<file path="src/rtl/pwm2throttle.sv">
// Measures the high time of an RC/ESC PWM pulse in microseconds and decodes it back to an
// 8-bit throttle value (1064..1864 us span, <= IDLE_MAX_US idle), with loss-of-signal timeout.
module pwm2throttle #(
    parameter int unsigned CLK_MHZ      = 27,
    parameter int unsigned MIN_VALID_US = 800,
    parameter int unsigned MAX_VALID_US = 2200,
    parameter int unsigned IDLE_MAX_US  = 1000,
    parameter int unsigned TIMEOUT_MS   = 25
) (
    input  logic        clock,
    input  logic        reset,
    input  logic        pwm_in,
    output logic [11:0] pulse_time,
    output logic [7:0]  throttle_setting,
    output logic        idle,
    output logic        valid,
    output logic        signal_lost
);

    localparam int unsigned TIMEOUT_US = TIMEOUT_MS * 1000;
    localparam int unsigned PW         = (CLK_MHZ > 1) ? $clog2(CLK_MHZ) : 1;
    localparam int unsigned TW         = $clog2(TIMEOUT_US + 1);
    localparam logic [11:0] SPAN_LO    = 12'd1064;
    localparam logic [11:0] SPAN_HI    = 12'd1864;
    localparam logic [9:0]  SPAN_W     = 10'd800;

    typedef enum logic [2:0] {
        WAIT_LOW,
        WAIT_RISE,
        MEASURE,
        CONV1,
        CONV2
    } state_t;

    state_t        state_q;
    logic          s1_q, s2_q, s3_q;
    logic          rise_q, fall_q;
    logic [PW-1:0] presc_q, presc_d;
    logic [11:0]   width_q, width_d;
    logic [11:0]   meas_q;
    logic [9:0]    diff_q, diff_d;
    logic [31:0]   prod_d;
    logic [7:0]    thr_d;
    logic          us_tick;
    logic [PW-1:0] to_presc_q, to_presc_d;
    logic [TW-1:0] to_cnt_q;
    logic          to_tick, to_hit, to_sat;
    logic [11:0]   pt_q;
    logic [7:0]    thr_q;
    logic          idle_q, valid_q, lost_q;

    // Synchronizer is deliberately not reset so a pulse high across reset release stays high.
    always_ff @(posedge clock) begin
        s1_q <= pwm_in;
        s2_q <= s1_q;
        s3_q <= s2_q;
    end

    always_comb begin
        us_tick    = (presc_q == PW'(CLK_MHZ - 1));
        presc_d    = us_tick ? '0 : presc_q + PW'(1);
        width_d    = (us_tick && (width_q != '1)) ? width_q + 12'd1 : width_q;
        diff_d     = '0;
        if (meas_q >= SPAN_HI)
            diff_d = SPAN_W;
        else if (meas_q > SPAN_LO)
            diff_d = 10'(meas_q - SPAN_LO);
        prod_d     = 32'(diff_q) * 32'd20890 + 32'd32768;
        thr_d      = 8'(prod_d >> 16);
        to_tick    = (to_presc_q == PW'(CLK_MHZ - 1));
        to_presc_d = to_tick ? '0 : to_presc_q + PW'(1);
        to_sat     = (to_cnt_q == TW'(TIMEOUT_US));
        to_hit     = to_tick && (to_cnt_q == TW'(TIMEOUT_US - 1));
    end

    always_ff @(posedge clock) begin
        if (!reset) begin
            state_q    <= WAIT_LOW;
            rise_q     <= 1'b0;
            fall_q     <= 1'b0;
            presc_q    <= '0;
            width_q    <= '0;
            meas_q     <= '0;
            diff_q     <= '0;
            to_presc_q <= '0;
            to_cnt_q   <= '0;
            pt_q       <= 12'd900;
            thr_q      <= '0;
            idle_q     <= 1'b1;
            valid_q    <= 1'b0;
            lost_q     <= 1'b1;
        end else begin
            valid_q <= 1'b0;
            rise_q  <= s2_q & ~s3_q;
            fall_q  <= s3_q & ~s2_q;

            if (!to_sat) begin
                to_presc_q <= to_presc_d;
                if (to_tick)
                    to_cnt_q <= to_cnt_q + TW'(1);
                if (to_hit) begin
                    lost_q <= 1'b1;
                    idle_q <= 1'b1;
                    thr_q  <= '0;
                end
            end

            case (state_q)
                WAIT_LOW: begin
                    if (!s2_q)
                        state_q <= WAIT_RISE;
                end
                WAIT_RISE: begin
                    if (rise_q) begin
                        presc_q <= '0;
                        width_q <= '0;
                        state_q <= MEASURE;
                    end
                end
                MEASURE: begin
                    presc_q <= presc_d;
                    width_q <= width_d;
                    // The tick of the falling-edge cycle counts, so the latched width is width_d.
                    if (fall_q) begin
                        if ((width_d >= 12'(MIN_VALID_US)) && (width_d <= 12'(MAX_VALID_US))) begin
                            meas_q  <= width_d;
                            state_q <= CONV1;
                        end else begin
                            state_q <= WAIT_RISE;
                        end
                    end
                end
                CONV1: begin
                    diff_q  <= diff_d;
                    state_q <= CONV2;
                end
                CONV2: begin
                    // Placed after the timeout update so a coincident valid overrides it.
                    pt_q       <= meas_q;
                    idle_q     <= (meas_q <= 12'(IDLE_MAX_US));
                    thr_q      <= (meas_q <= 12'(IDLE_MAX_US)) ? '0 : thr_d;
                    lost_q     <= 1'b0;
                    valid_q    <= 1'b1;
                    to_cnt_q   <= '0;
                    to_presc_q <= '0;
                    state_q    <= WAIT_RISE;
                end
                default: state_q <= WAIT_LOW;
            endcase
        end
    end

    assign pulse_time       = pt_q;
    assign throttle_setting = thr_q;
    assign idle             = idle_q;
    assign valid            = valid_q;
    assign signal_lost      = lost_q;

endmodule

</file>
<file path="config.mk">
export PLATFORM = sky130hd
export DESIGN_NAME = pwm2throttle
export DESIGN_NICKNAME = d
export VERILOG_FILES = /design/src/rtl/pwm2throttle.sv
export SDC_FILE = /design/constraint.sdc
export NUM_CORES = 1
export LEC_CHECK = 0
export CORE_MARGIN = 2
export CORE_UTILIZATION = 56
export DETAILED_ROUTE_END_ITERATION = 16
export MAX_ROUTING_LAYER = met4
export PLACE_DENSITY = 0.86
export SYNTH_ARGS = -nofsm -noshare
export SYNTH_HDL_FRONTEND = slang
export SYNTH_SLANG_ARGS = --single-unit
</file>
<file path="constraint.sdc">
create_clock -name clock -period 4.8 [get_ports clock]
set_clock_uncertainty 0.15 [all_clocks]
set_input_delay 1.2 -clock clock [delete_from_list [all_inputs] [get_ports clock]]
set_output_delay 1.2 -clock clock [all_outputs]
set_load 0.1 [all_outputs]
</file>
After elaboration in Yosys (flattened, before gate mapping)

Cells that the tools add are included.

Register bits: 90
Output and inout port bits: 23

$add $sub $neg: 6
$mul: 1
Magnitude comparators: 5
Eq/ne operators: 13
Multiplexer cells: 23
Bitwise operators: 6
Reductions and logical operators: 12

Operators by type and width:

| cell                                                              | number |
|---|---|
| 2-to-1 mux 8 bit                                                  | 4 |
| equality test 15 bit (second input constant)                      | 2 |
| adder 24 x 16 -> 24 bit (second input constant)                   | 1 |
| 2-to-1 mux 12 bit                                                 | 2 |
| case mux 12 bit (2 select lines)                                  | 1 |
| multiplier 10 x 14 -> 23 bit (second input constant)              | 1 |
| 2-to-1 mux 10 bit                                                 | 2 |
| adder 15 x 1 -> 15 bit (second input constant)                    | 1 |
| 2-to-1 mux 5 bit                                                  | 3 |
| case mux 3 bit (5 select lines)                                   | 1 |
| adder 12 x 1 -> 12 bit (second input constant)                    | 1 |
| >= comparator 12 x 10 -> 1 bit (second input constant)            | 1 |
| >= comparator 12 x 11 -> 1 bit (second input constant)            | 1 |
| > comparator 12 x 11 -> 1 bit (second input constant)             | 1 |
| less-or-equal comparator 12 x 10 -> 1 bit (second input constant) | 1 |
| less-or-equal comparator 12 bit (second input constant)           | 1 |
| inequality test 12 bit (second input constant)                    | 1 |
| adder 5 x 1 -> 5 bit (second input constant)                      | 2 |
| equality test 5 bit (second input constant)                       | 2 |
| case mux 5 bit (2 select lines)                                   | 1 |
| subtractor 10 x 6 -> 10 bit (second input constant)               | 1 |
| 2-to-1 mux 3 bit                                                  | 3 |
| equality test 3 x 2 -> 1 bit (second input constant)              | 2 |
| inequality test 2 bit (second input constant)                     | 3 |
| 13 further kinds                                                  | 27 |

Longest topological paths before layout

Gate-level depths: netlist of the first run.

Depth in word-level cells: 8
Gate-level depth with buffers: 20

Worst setup path before layout of the first run

Ideal clock, no wire load.

Kind: register to register
Start: register diff_q[8]
End: register thr_q[7], in the netlist throttle_setting[7]
Arrival time: 4.897 ns
Data required time: 4.563 ns
Setup slack: -0.334 ns
Stages on the path, launching flop included: 18
Clock period less this slack: 5.134 ns
Path through: dfxtp_1 -> inv_1 -> ha_1 -> fa_1 -> inv_1 -> ha_1 -> fa_1 -> fa_1 -> ha_1 -> a21oi_1 -> o21ai_0 -> mux2_2 -> a311oi_1 -> ha_1 -> and3_1 -> nand3_1 -> o31a_1 -> o31ai_1

Longest elaborated chain between the ends: 4

RTL lines:

| element                      | RTL line | RTL |
|---|---|---|
| from (decl)                  | 41       | `logic [9:0] diff_q, diff_d;` |
| from (signal assigned)       | 134      | `diff_q <= diff_d;` |
| multiplier 10 x 14 -> 23 bit | 68       | `prod_d = 32'(diff_q) * 32'd20890 + 32'd32768;` |
| adder 24 x 16 -> 24 bit      | 68       |  |
| 2-to-1 mux 8 bit             | 141      | `thr_q <= (meas_q <= 12'(IDLE_MAX_US)) ? '0 : thr_d;` |
| 2-to-1 mux 8 bit             | 108      | `case (state_q)` |
| to (signal assigned)         | 141      |  |
| to (decl)                    | 49       | `logic [7:0] thr_q;` |

Every way passes these cells.
A chain may end at the register's enable or synchronous reset.

Worst setup path in the final report of the first run

Start: register diff_q[9]
End: register thr_q[7], in the netlist throttle_setting[7]

The elaborated chain is that of the path after synthesis.

==> results by group, run 1 <==
Critical path
  • Cell type group with the largest total delay on the critical path: adder cells
  • Critical setup path kind: reg -> reg
  • Worst reg2reg setup slack: -190 ps
  • Cell count of the worst reg-to-reg path: 18
  • Worst reg2reg path startpoint: diff_q[9]$_SDFFE_PN0P_
  • Buffer and inverter count on the worst path: 3
  • Type of element capturing the critical path: flip-flop
  • CP max FO: 4
  • Peak per-stage delay on the critical path: 550 ps
  • Critical R2R Capture: throttle_setting[7]$_SDFFE_PN0P_
  • Most numerous cell on the critical path: fa_1
  • Cell chain of the critical path: buf_12 > buf_4 > ha_1 > nor2_2 > fa_1 > fa_1 > inv_1 > fa_1 > ha_4 > nand2_1 > o21ai_2 > mux2_4 > a311oi_2 > ha_2 > and3_4 > nand3_4 > o31a_1 > o31ai_1
  • Critical path required time: 4910 ps
  • Arrival time worst endpoint: 5100 ps
  • Worst path depth: 18
  • Slowest stage cell, crit path: fa_1
  • Crit start category: flip-flop

Pwr
  • Clock share of power: 46.0%
  • Standby leakage power: 3.55 nW
  • Worst-case vdd ir drop: 0.241 mV
  • Post-layout power: 1.57 mW
  • Sequential Power Share: 48.6%
  • Switching portion of total power: 22.3%
  • Cell Int Power: 1.22 mW
  • Combinational power share: 5.3%
  • Power per unit of standard cell area: 198 mW/mm^2
  • Switching power total: 350 uW

Logic synthesis
  • Most numerous cell types in the synthesized netlist: 90 x dfxtp_1, 83 x ha_1, 78 x nor2_1
  • Top area cells in the synthesized netlist: dfxtp_1 28%, ha_1 16%, fa_1 7.7%
  • Simple-gate portion of the synthesized area: 21.2%
  • Mean cell area of the mapped netlist: 8.71 um^2
  • Post-synthesis instance area: 0.00649 mm^2
  • Proportion of synthesized area in mux cells: 2.04%
  • Yosys warnings: 0
  • EDFF count, synth: 0
  • Post-Synth Adder-Cell Area: 23.7%
  • Share of synthesized registers carrying an async set or reset: 0%
  • Mapped Nets: 856
  • Count leader, synth: dfxtp_1
  • Complex-gate fraction of the synthesized area: 14.8%
  • Area share of xor/xnor cells in the synthesized design: 5.13%
  • Main combinational cell family by area after synthesis: adder cells
  • Most instantiated flip-flop cell in the synthesis netlist: dfxtp_1
  • Register bit count reported by yosys: 90
  • Post-Syn Instances: 745
  • Area leader, netlist: dfxtp_1
  • Fraction of synthesized cell area taken by the top area cell type: 27.8%
  • Distinct cell type count of the synthesized netlist: 82
  • Share of the yosys chip area belonging to registers: 27.8%

Floorplanning
  • Y dimension of the die: 112 um
  • Number of primary I/O pins: 26
  • Core ar.: 0.0114 mm^2
  • Overall die width: 112 um
  • Row count: 39
  • Initial core utilization: 57.1%
  • Area of the die: 0.0125 mm^2

CTS
  • Count of hold-fix buffers inserted at cts: 0
  • Number of CTS-inserted buffers: 9
  • Clock Sinks: 90
  • Maximum clock insertion buffer count: 2
  • Maximum level of the CTS H-tree: 3
  • CTS tree: built
  • Insertion delay to the later sink of the worst-skew pair: 340 ps
  • Register clock-pin slew on the reported worst setup and hold paths: 70 ps
  • Clock root cell: clkbuf_16

Global routing
  • Residual overflow from global routing: 0
  • Maximum number of pins on one net before global-route repair: 28
  • Antenna violations before repair: 0
  • Wire length of the first global-routing pass: 26500 um
  • Total track usage: 26.5%
  • Vias in the first global route: 5656

Cells and area
  • Number of diodes added for antenna fixing: 0
  • Layout overhead on the synthesized area: 22.1%
  • NumNets Final: 912
  • Share of final-layout standard cells stronger than drive strength 1: 19.1%
  • Core occupancy in the finished layout: 69.7%
  • Fill cells: 796

Placed design
  • Gpl congestion: 1.00
  • Number of I/O port buffers: 25
  • Dpl hpwl: 11600 um

STA
  • Highest clock rate: 200 MHz
  • Number of max-slew violations in the final report: 0
  • Final worst slack: -189 ps
  • Unrepaired setup endpoints after global routing: true
  • Final setup fails: 6
  • Relative slew margins: 33.3%
  • Ratio of final minimum period to clock period: 104%
  • Slew @ Worst Pin: 997 ps
  • Minimum clock period after layout: 4990 ps
  • Total count of hold-check failures in the final report: 0

Drt
  • Drc violations: 0
  • Initial DRT Pass Iterations: 5
  • Via count: 5666
  • DR iter-0 viols: 540
  • Total Wirelength: 16300 um
  • Antenna Violating Nets Remaining: 0
  • Average via count per standard cell: 5.97
  • DR WL/cell: 17.2 um

Worst hold path
  • Hold Crit Depth: 0
  • Hold path startpoint: s1_q$_DFF_P_
  • Worst min-delay path category: reg -> reg
  • Endpoint, Worst Hold: s2_q$_DFF_P_

Job
  • Reported max-cap violation count: 0

Run status
  • Run status: finished with violations
  • Violated checks: negative setup slack
==> flip-flops by register name (all words and copies together) (netlist names) <==
signal / flops
state_q: 3
s2_q: 1
diff_q: 10
signal_lost: 1
to_presc_q: 5
width_q: 12
throttle_setting: 8
valid: 1
idle: 1
to_cnt_q: 15
rise_q: 1
s1_q: 1
fall_q: 1
meas_q: 12
s3_q: 1
pulse_time: 12
presc_q: 5
==> cells by family after synthesis <==
kind of cell | Yosys count
xor+xnor | 38
flops | 90
simple gates | 270
fa+ha+maj | 108
mux | 13
buf+inv | 89
compound gates | 137
==> final cells by class <==
class,count,area (um^2),area share (%)
multi-input cells,566,4750,60.0
clock inverters,4,48.8,0.616
well taps,143,179,2.26
flip-flops and latches,90,1820,22.9
repair buffers,76,653,8.24
clock buffers,12,258,3.25
inverters,58,218,2.75
==> what timing repair did <==
| action | CTS | global route |
|---|---|---|
| gates resized for setup | 26 | 33 |
| setup buffers | 4 | 4 |
| endpoints found under the setup margin | 6 | 8 |
| pin swaps | 25 | 28 |
==> cell usage in the layout, fill, tap and decap left out, types with 4 or more instances in the layout <==
| master | Yosys | final |
|---|---|---|
| mux2i_1 | 11 | 11 |
| nand2_1 | 71 | 70 |
| ha_1 | 83 | 67 |
| clkbuf_16 | 0 | 10 |
| a21o_1 | 5 | 5 |
| a22oi_1 | 13 | 13 |
| or2_2 | 4 | 4 |
| inv_2 | 0 | 6 |
| inv_1 | 57 | 51 |
| xnor2_1 | 14 | 10 |
| clkdlybuf4s50_1 | 0 | 25 |
| and2_1 | 6 | 6 |
| buf_4 | 2 | 48 |
| nand4_1 | 15 | 15 |
| nand2b_1 | 7 | 6 |
| nor2_1 | 78 | 76 |
| ha_4 | 0 | 14 |
| dfxtp_1 | 90 | 84 |
| nand3b_1 | 4 | 4 |
| or3_1 | 8 | 7 |
| a21oi_2 | 1 | 4 |
| fa_1 | 25 | 23 |
| a31oi_1 | 5 | 5 |
| nor3_1 | 15 | 14 |
| a21oi_1 | 46 | 41 |
| o21ai_0 | 19 | 16 |
| xor2_1 | 24 | 23 |
| nand3_1 | 22 | 18 |
| nor4_1 | 7 | 4 |
==> per-layer routing <==
metal / share of wire, % / global-route usage (%)
met5: 0 / -
met3: 3.7 / 1.96
met2: 51 / 46.7
met1: 42 / 31.5
met4: 3.8 / 10.6
==> worst max path at each step <==
stage                                             to  slack [ps]              startpoint
finish              throttle_setting[7]$_SDFFE_PN0P_        -190  diff_q[9]$_SDFFE_PN0P_
global route        throttle_setting[7]$_SDFFE_PN0P_        -360  diff_q[2]$_SDFFE_PN0P_
CTS                 throttle_setting[6]$_SDFFE_PN0P_        -150  diff_q[8]$_SDFFE_PN0P_
detailed placement  throttle_setting[6]$_SDFFE_PN0P_        -290  diff_q[5]$_SDFFE_PN0P_
global placement    throttle_setting[6]$_SDFFE_PN0P_        -140  diff_q[7]$_SDFFE_PN0P_
floorplan           throttle_setting[7]$_SDFFE_PN0P_         0.3  diff_q[5]$_SDFFE_PN0P_
==> power by group through the flow <==
stage               clock network [mW]  registers [mW]  logic (mW)
floorplan                            0           0.777      0.0601
global placement                     0           0.779      0.0724
detailed placement                   0           0.780      0.0759
CTS                              0.728           0.763      0.0799
global route                     0.751           0.764      0.0920
finish                           0.722           0.763      0.0839
==> metrics by stage <==
| step | TNS, ps | instance area [um^2] | hold slack (ps) | instances | setup WS [ps] |
|---|---|---|---|---|---|
| CTS | -483 | 7690 | 187 | 945 | -150 |
| detailed placement | -990 | 7220 | 166 | 925 | -285 |
| finish | -607 | 7930 | 184 | 949 | -189 |
| floorplan | 0 | 6600 | 160 | 745 | 0.326 |
| global route | -1650 | 7930 | 200 | 949 | -361 |
| global placement | -329 | 7220 | 168 | 925 | -144 |
(Power assumes the default switching activity.)
==> run 2: changes to the inputs <==
--- a/config.mk
+++ b/config.mk
@@ -10,6 +10,7 @@
 export DETAILED_ROUTE_END_ITERATION = 16
 export MAX_ROUTING_LAYER = met4
 export PLACE_DENSITY = 0.86
+export SLEW_MARGIN = 20
 export SYNTH_ARGS = -nofsm -noshare
 export SYNTH_HDL_FRONTEND = slang
 export SYNTH_SLANG_ARGS = --single-unit
==> results of run 2 <==
Final layout, timing and power as in run 1 (identical DEF).
